`config.mk`:
```
export PLATFORM = sky130hd
export DESIGN_NAME = seq_shift_add_mult
export DESIGN_NICKNAME = d
export VERILOG_FILES = /design/src/rtl/seq_shift_add_mult.sv
export SDC_FILE = /design/constraint.sdc
export NUM_CORES = 1
export LEC_CHECK = 0
export ABC_CLOCK_PERIOD_IN_PS = 3100
export CAP_MARGIN = 30
export CORE_MARGIN = 2
export CORE_UTILIZATION = 57
export CTS_BUF_LIST = sky130_fd_sc_hd__clkbuf_4 sky130_fd_sc_hd__clkbuf_8
export CTS_CLUSTER_DIAMETER = 100
export DETAILED_ROUTE_END_ITERATION = 8
export GPL_ROUTABILITY_DRIVEN = 0
export PLACE_DENSITY = 0.94
export SETUP_SLACK_MARGIN = 0.02
export SYNTH_ARGS = -nofsm -noshare
export SYNTH_HDL_FRONTEND = slang
export SYNTH_SLANG_ARGS = --single-unit
```
`constraint.sdc`:
```
create_clock -name clk -period 3.1 [get_ports clk]
set_clock_uncertainty 0.05 [all_clocks]
set_input_delay 0.62 -clock clk [delete_from_list [all_inputs] [get_ports clk]]
set_output_delay 0.62 -clock clk [all_outputs]
set_load 0.02 [all_outputs]
```
`src/rtl/seq_shift_add_mult.sv`:
```
// seq_shift_add_mult
//
// Sequential shift-and-add multiplier. It captures an M-bit multiplicand and
// an N-bit multiplier on start, retires one multiplier bit per clock, and then
// presents the exact (M+N)-bit product with a one-cycle done pulse. A
// per-operation mode bit selects unsigned or two's-complement signed
// multiplication.
//
// Ports:
//   clk          clock, all state updates on the rising edge
//   rst          asynchronous active-high reset
//   start        operation request, sampled only while ready=1
//   signed_mode  0 = unsigned, 1 = two's-complement, captured with start
//   a            M-bit multiplicand, captured with start
//   b            N-bit multiplier, captured with start
//   abort        synchronous cancel of an in-flight operation
//   ready        high while idle
//   busy         high while processing multiplier bits
//   done         one-cycle pulse, p holds a freshly completed product
//   p            product, holds the last completed result
module seq_shift_add_mult #(
    parameter int M = 8,
    parameter int N = 8
) (
    input  logic             clk,
    input  logic             rst,
    input  logic             start,
    input  logic             signed_mode,
    input  logic [M-1:0]     a,
    input  logic [N-1:0]     b,
    input  logic             abort,
    output logic             ready,
    output logic             busy,
    output logic             done,
    output logic [M+N-1:0]   p
);

    localparam int CW = $clog2(N + 1);
    localparam logic [CW-1:0] LAST_STEP = CW'(N - 1);

    typedef enum logic [1:0] {
        IDLE,
        RUN,
        DONE
    } state_t;

    state_t state;
    state_t state_next;

    // The accumulator holds M+1 product bits on top (carry included) and the
    // not-yet-consumed multiplier bits underneath; both shift right together.
    logic [M-1:0]   mag_a;
    logic [M+N:0]   acc;
    logic [CW-1:0]  cnt;
    logic           neg;

    logic [M-1:0]   a_mag_in;
    logic [N-1:0]   b_mag_in;
    logic [M:0]     sum;
    logic [M+N:0]   acc_shift;
    logic [M+N-1:0] result;
    logic           last;

    // Signed operands are reduced to magnitudes; the most negative value maps
    // onto 2^(W-1), which still fits as an unsigned W-bit number.
    always_comb begin
        a_mag_in = a;
        b_mag_in = b;
        if (signed_mode && a[M-1]) begin
            a_mag_in = ~a + M'(1);
        end
        if (signed_mode && b[N-1]) begin
            b_mag_in = ~b + N'(1);
        end
    end

    // One shift-and-add step, plus the sign-corrected product taken from the
    // step's result so it can be registered on the completing edge.
    always_comb begin
        sum = acc[M+N:N];
        if (acc[0]) begin
            sum = acc[M+N:N] + {1'b0, mag_a};
        end
        acc_shift = {1'b0, sum, acc[N-1:1]};
        result    = acc_shift[M+N-1:0];
        if (neg) begin
            result = ~acc_shift[M+N-1:0] + (M+N)'(1);
        end
        last = (cnt == LAST_STEP);
    end

    always_ff @(posedge clk or posedge rst) begin
        if (rst) begin
            state <= IDLE;
        end else begin
            state <= state_next;
        end
    end

    // Abort only matters while running; in idle a simultaneous start wins
    // simply because abort is not looked at there.
    always_comb begin
        state_next = state;
        case (state)
            IDLE: begin
                if (start) begin
                    state_next = RUN;
                end
            end
            RUN: begin
                if (abort) begin
                    state_next = IDLE;
                end else if (last) begin
                    state_next = DONE;
                end
            end
            DONE: begin
                state_next = IDLE;
            end
            default: begin
                state_next = IDLE;
            end
        endcase
    end

    // Operand capture, stepping and result update. p only moves on the
    // completing edge so it stays stable through later idle and run cycles.
    always_ff @(posedge clk or posedge rst) begin
        if (rst) begin
            mag_a <= '0;
            acc   <= '0;
            cnt   <= '0;
            neg   <= 1'b0;
            p     <= '0;
        end else begin
            case (state)
                IDLE: begin
                    if (start) begin
                        mag_a <= a_mag_in;
                        acc   <= {{(M + 1){1'b0}}, b_mag_in};
                        cnt   <= '0;
                        neg   <= signed_mode & (a[M-1] ^ b[N-1]);
                    end
                end
                RUN: begin
                    if (!abort) begin
                        acc <= acc_shift;
                        cnt <= cnt + CW'(1);
                        if (last) begin
                            p <= result;
                        end
                    end
                end
                default: begin
                end
            endcase
        end
    end

    assign ready = (state == IDLE);
    assign busy  = (state == RUN);
    assign done  = (state == DONE);

endmodule

```
==> reports/metrics.csv <==
metric;value;unit
Initial Util;58.5;%
largest net degree at the start of global routing;48;
Sw Pwr;0.000914;W
ANT nets after route;0;
final slew viol count;0;
Clk pin slew, worst setup/hold paths;0.09;ns
CTS tree;done;
Post-synth ARST share;100;%
Synth area leader;dfrtp_1;
max_slew headroom;52.5;%
routed vias/inst;5.63;
Synth Area per Inst;8.70;um^2
Final Hold Vio Count;0;
WS Path Type;reg -> reg;
GRT Total Usage;22.7;%
Synth area leaders;dfrtp_1 40%, nand2_1 8.8%, o21ai_0 7.3%, ha_1 5.1%, xnor2_1 4.5%;
EDFF count, synth;0;
post-CTS setup buffers;0;
Synth Flop Type;dfrtp_1;
Mapped Area;0.00295;mm^2
DR WL/cell;14.0;um
final setup violation count;0;
vias post-DR;2513;
Hold Buf Count CTS;0;
clock power share;17.7;%
worst skew pair latency;0.31;ns
Die Area;0.00577;mm^2
Worst-Margin Slew;0.701;ns
first-pass iteration count of the detailed router;4;
Final Critical Period;2.71;ns
vias in the first global route;2403;
diode count;0;
PostCTS Resize Cnt;0;
Mapped Cells;339;
Max Cap Viol;0;
Cell variety after synth;51;
post-DP HPWL;4730;um
DRC Markers;0;
reg2reg setup slack;0.39;ns
First DRT Iteration DRCs;149;
sequential fraction of the synthesis area;39.9;%
Net Count, Synth;373;
Final Util;68.7;%
Clock Tree Root;clkbuf_8;
CTS Buf Count;5;
post-synth top area share;39.9;%
switching part of the total;40.9;%
final WL;6230;um
outcome;completed;
initial antenna violation count;0;
Seq cells post-synth;47;
maximum vdd drop;0.321;mV
cell-internal power;0.00132;W
total negative slack;0;ns
Die Span X;75.9;um
first-pass GRT wire length;10600;um
Final period util;87.3;%
Die Y;75.9;um
IO Port Bufs;39;
LEAKAGE;1.46;nW
I/O Pins;40;
Comb power frac;43.2;%
H-Tree Depth;2;
CP arrival;2.85;ns
Clock Tree Buf Depth;2;
layout net count;409;
pwr/cell area;646;mW/mm^2
RSZ-0062 raised after global routing;no;
total grt overflow;0;
Worst setup EP type;flop;
fmax;370;MHz
CP required;3.24;ns
hold crit path type;reg -> reg;
sequential fraction of design power;39.1;%
core area;0.00504;mm^2
commonest non-fill, non-tap cell in the layout;nand2_1;
nature of the critical path startpoint;flop;
share of cells above drive strength 1;5.85;%
clk sinks;47;
site row count;26;
commonest cells after routing, fill and taps aside;69 x nand2_1, 47 x dfrtp_1, 43 x o21ai_0, 39 x clkdlybuf4s50_1, 18 x a21oi_1;
Layout area overhead;17.5;%
Yosys warning total;0;
Max FO, Critical Path;4;
[cell families after synthesis]
group / Yosys count / synth area share, %
buf+inv: 24 / 4.20
xor+xnor: 25 / 7.42
compound gates: 99 / 19.8
fa+ha+maj: 13 / 5.77
simple gates: 127 / 21.6
mux: 4 / 1.36
flops: 47 / 39.9
[critical path, cell delays in order (launching register included)]
cell and delay, ns:
dfrtp_1 0.42, ha_1 0.23, fa_1 0.43, a211oi_1 0.38, nor3_1 0.15, nor3_4 0.24, nand4_2 0.15, o31ai_2 0.29
xor2_1 0.18, o21ai_1 0.07
[Yosys cell counts (all sizes together) (3+ instances only)]
cell type,n
nand2b,5
xor2,10
xnor2,15
a211oi,3
buf,4
nor2,13
nand3,8
o31ai,3
a21oi,19
nand2,69
nor2b,3
dfrtp,47
nor4,3
nor3,10
mux2i,4
or3,4
ha,12
clkbuf,9
inv,11
o21ai,59
[metal layers]
layer  part of all wire, %  track usage (%)  up-vias
li1                      -                -     1256
met1                    42             27.1     1172
met2                    50             39.7       77
met3                   6.5             4.76        8
met4                   1.6             9.45        0
met5                     0                0        -
[flip-flops by register name (all words and copies together) (netlist names)]
signal and cells:
acc 16, p 16, state 2, neg 1
cnt 4, mag_a 8
[cell type report]
type,instances,area [um^2]
flip-flops and latches,47,1180
well taps,70,87.6
clock inverters,2,16.3
clock buffers,6,82.6
fillers,419,1580
multi-input cells,268,1650
repair buffers,42,413
inverters,11,41.3
[power groups by stage]
stage	Sequential (W)	Clock [W]	Combinational (W)
3_3_place_gp	0.000870	0	0.000910
5_1_grt	0.000898	0.000426	0.00106
4_1_cts	0.000873	0.000403	0.000962
6_report	0.000876	0.000395	0.000966
2_1_floorplan	0.000830	0	0.000775
3_5_place_dp	0.000884	0	0.000957
[path summary, 6_finish.rpt]
kind                       depth (start not counted)                end                from
min in group asynchronous                          3   p[4]$_DFFE_PP0P_                 rst
max in group asynchronous                          3   p[8]$_DFFE_PP0P_                 rst
setup / recovery                                   9  p[15]$_DFFE_PP0P_  acc[8]$_DFFE_PP0P_
hold reg to reg                                    2   p[5]$_DFFE_PP0P_    p[5]$_DFFE_PP0P_
setup reg to reg                                   9  p[15]$_DFFE_PP0P_  acc[8]$_DFFE_PP0P_
hold / removal                                     2   p[5]$_DFFE_PP0P_    p[5]$_DFFE_PP0P_
[through the flow]
| step | instance area (um^2) | cells | total power, W | hold slack (ns) | setup slack [ns] |
|---|---|---|---|---|---|
| 4_1_cts | 3470 | 446 | 0.00224 | 0.440 | 0.387 |
| 5_1_grt | 3470 | 446 | 0.00239 | 0.480 | 0.276 |
| 6_report | 3470 | 446 | 0.00224 | 0.432 | 0.395 |
| 2_1_floorplan | 2950 | 339 | 0.00160 | 0.406 | 0.649 |
| 3_3_place_gp | 3370 | 438 | 0.00178 | 0.414 | 0.542 |
| 3_5_place_dp | 3370 | 438 | 0.00184 | 0.420 | 0.437 |
Power figures use the tool's default switching activity.
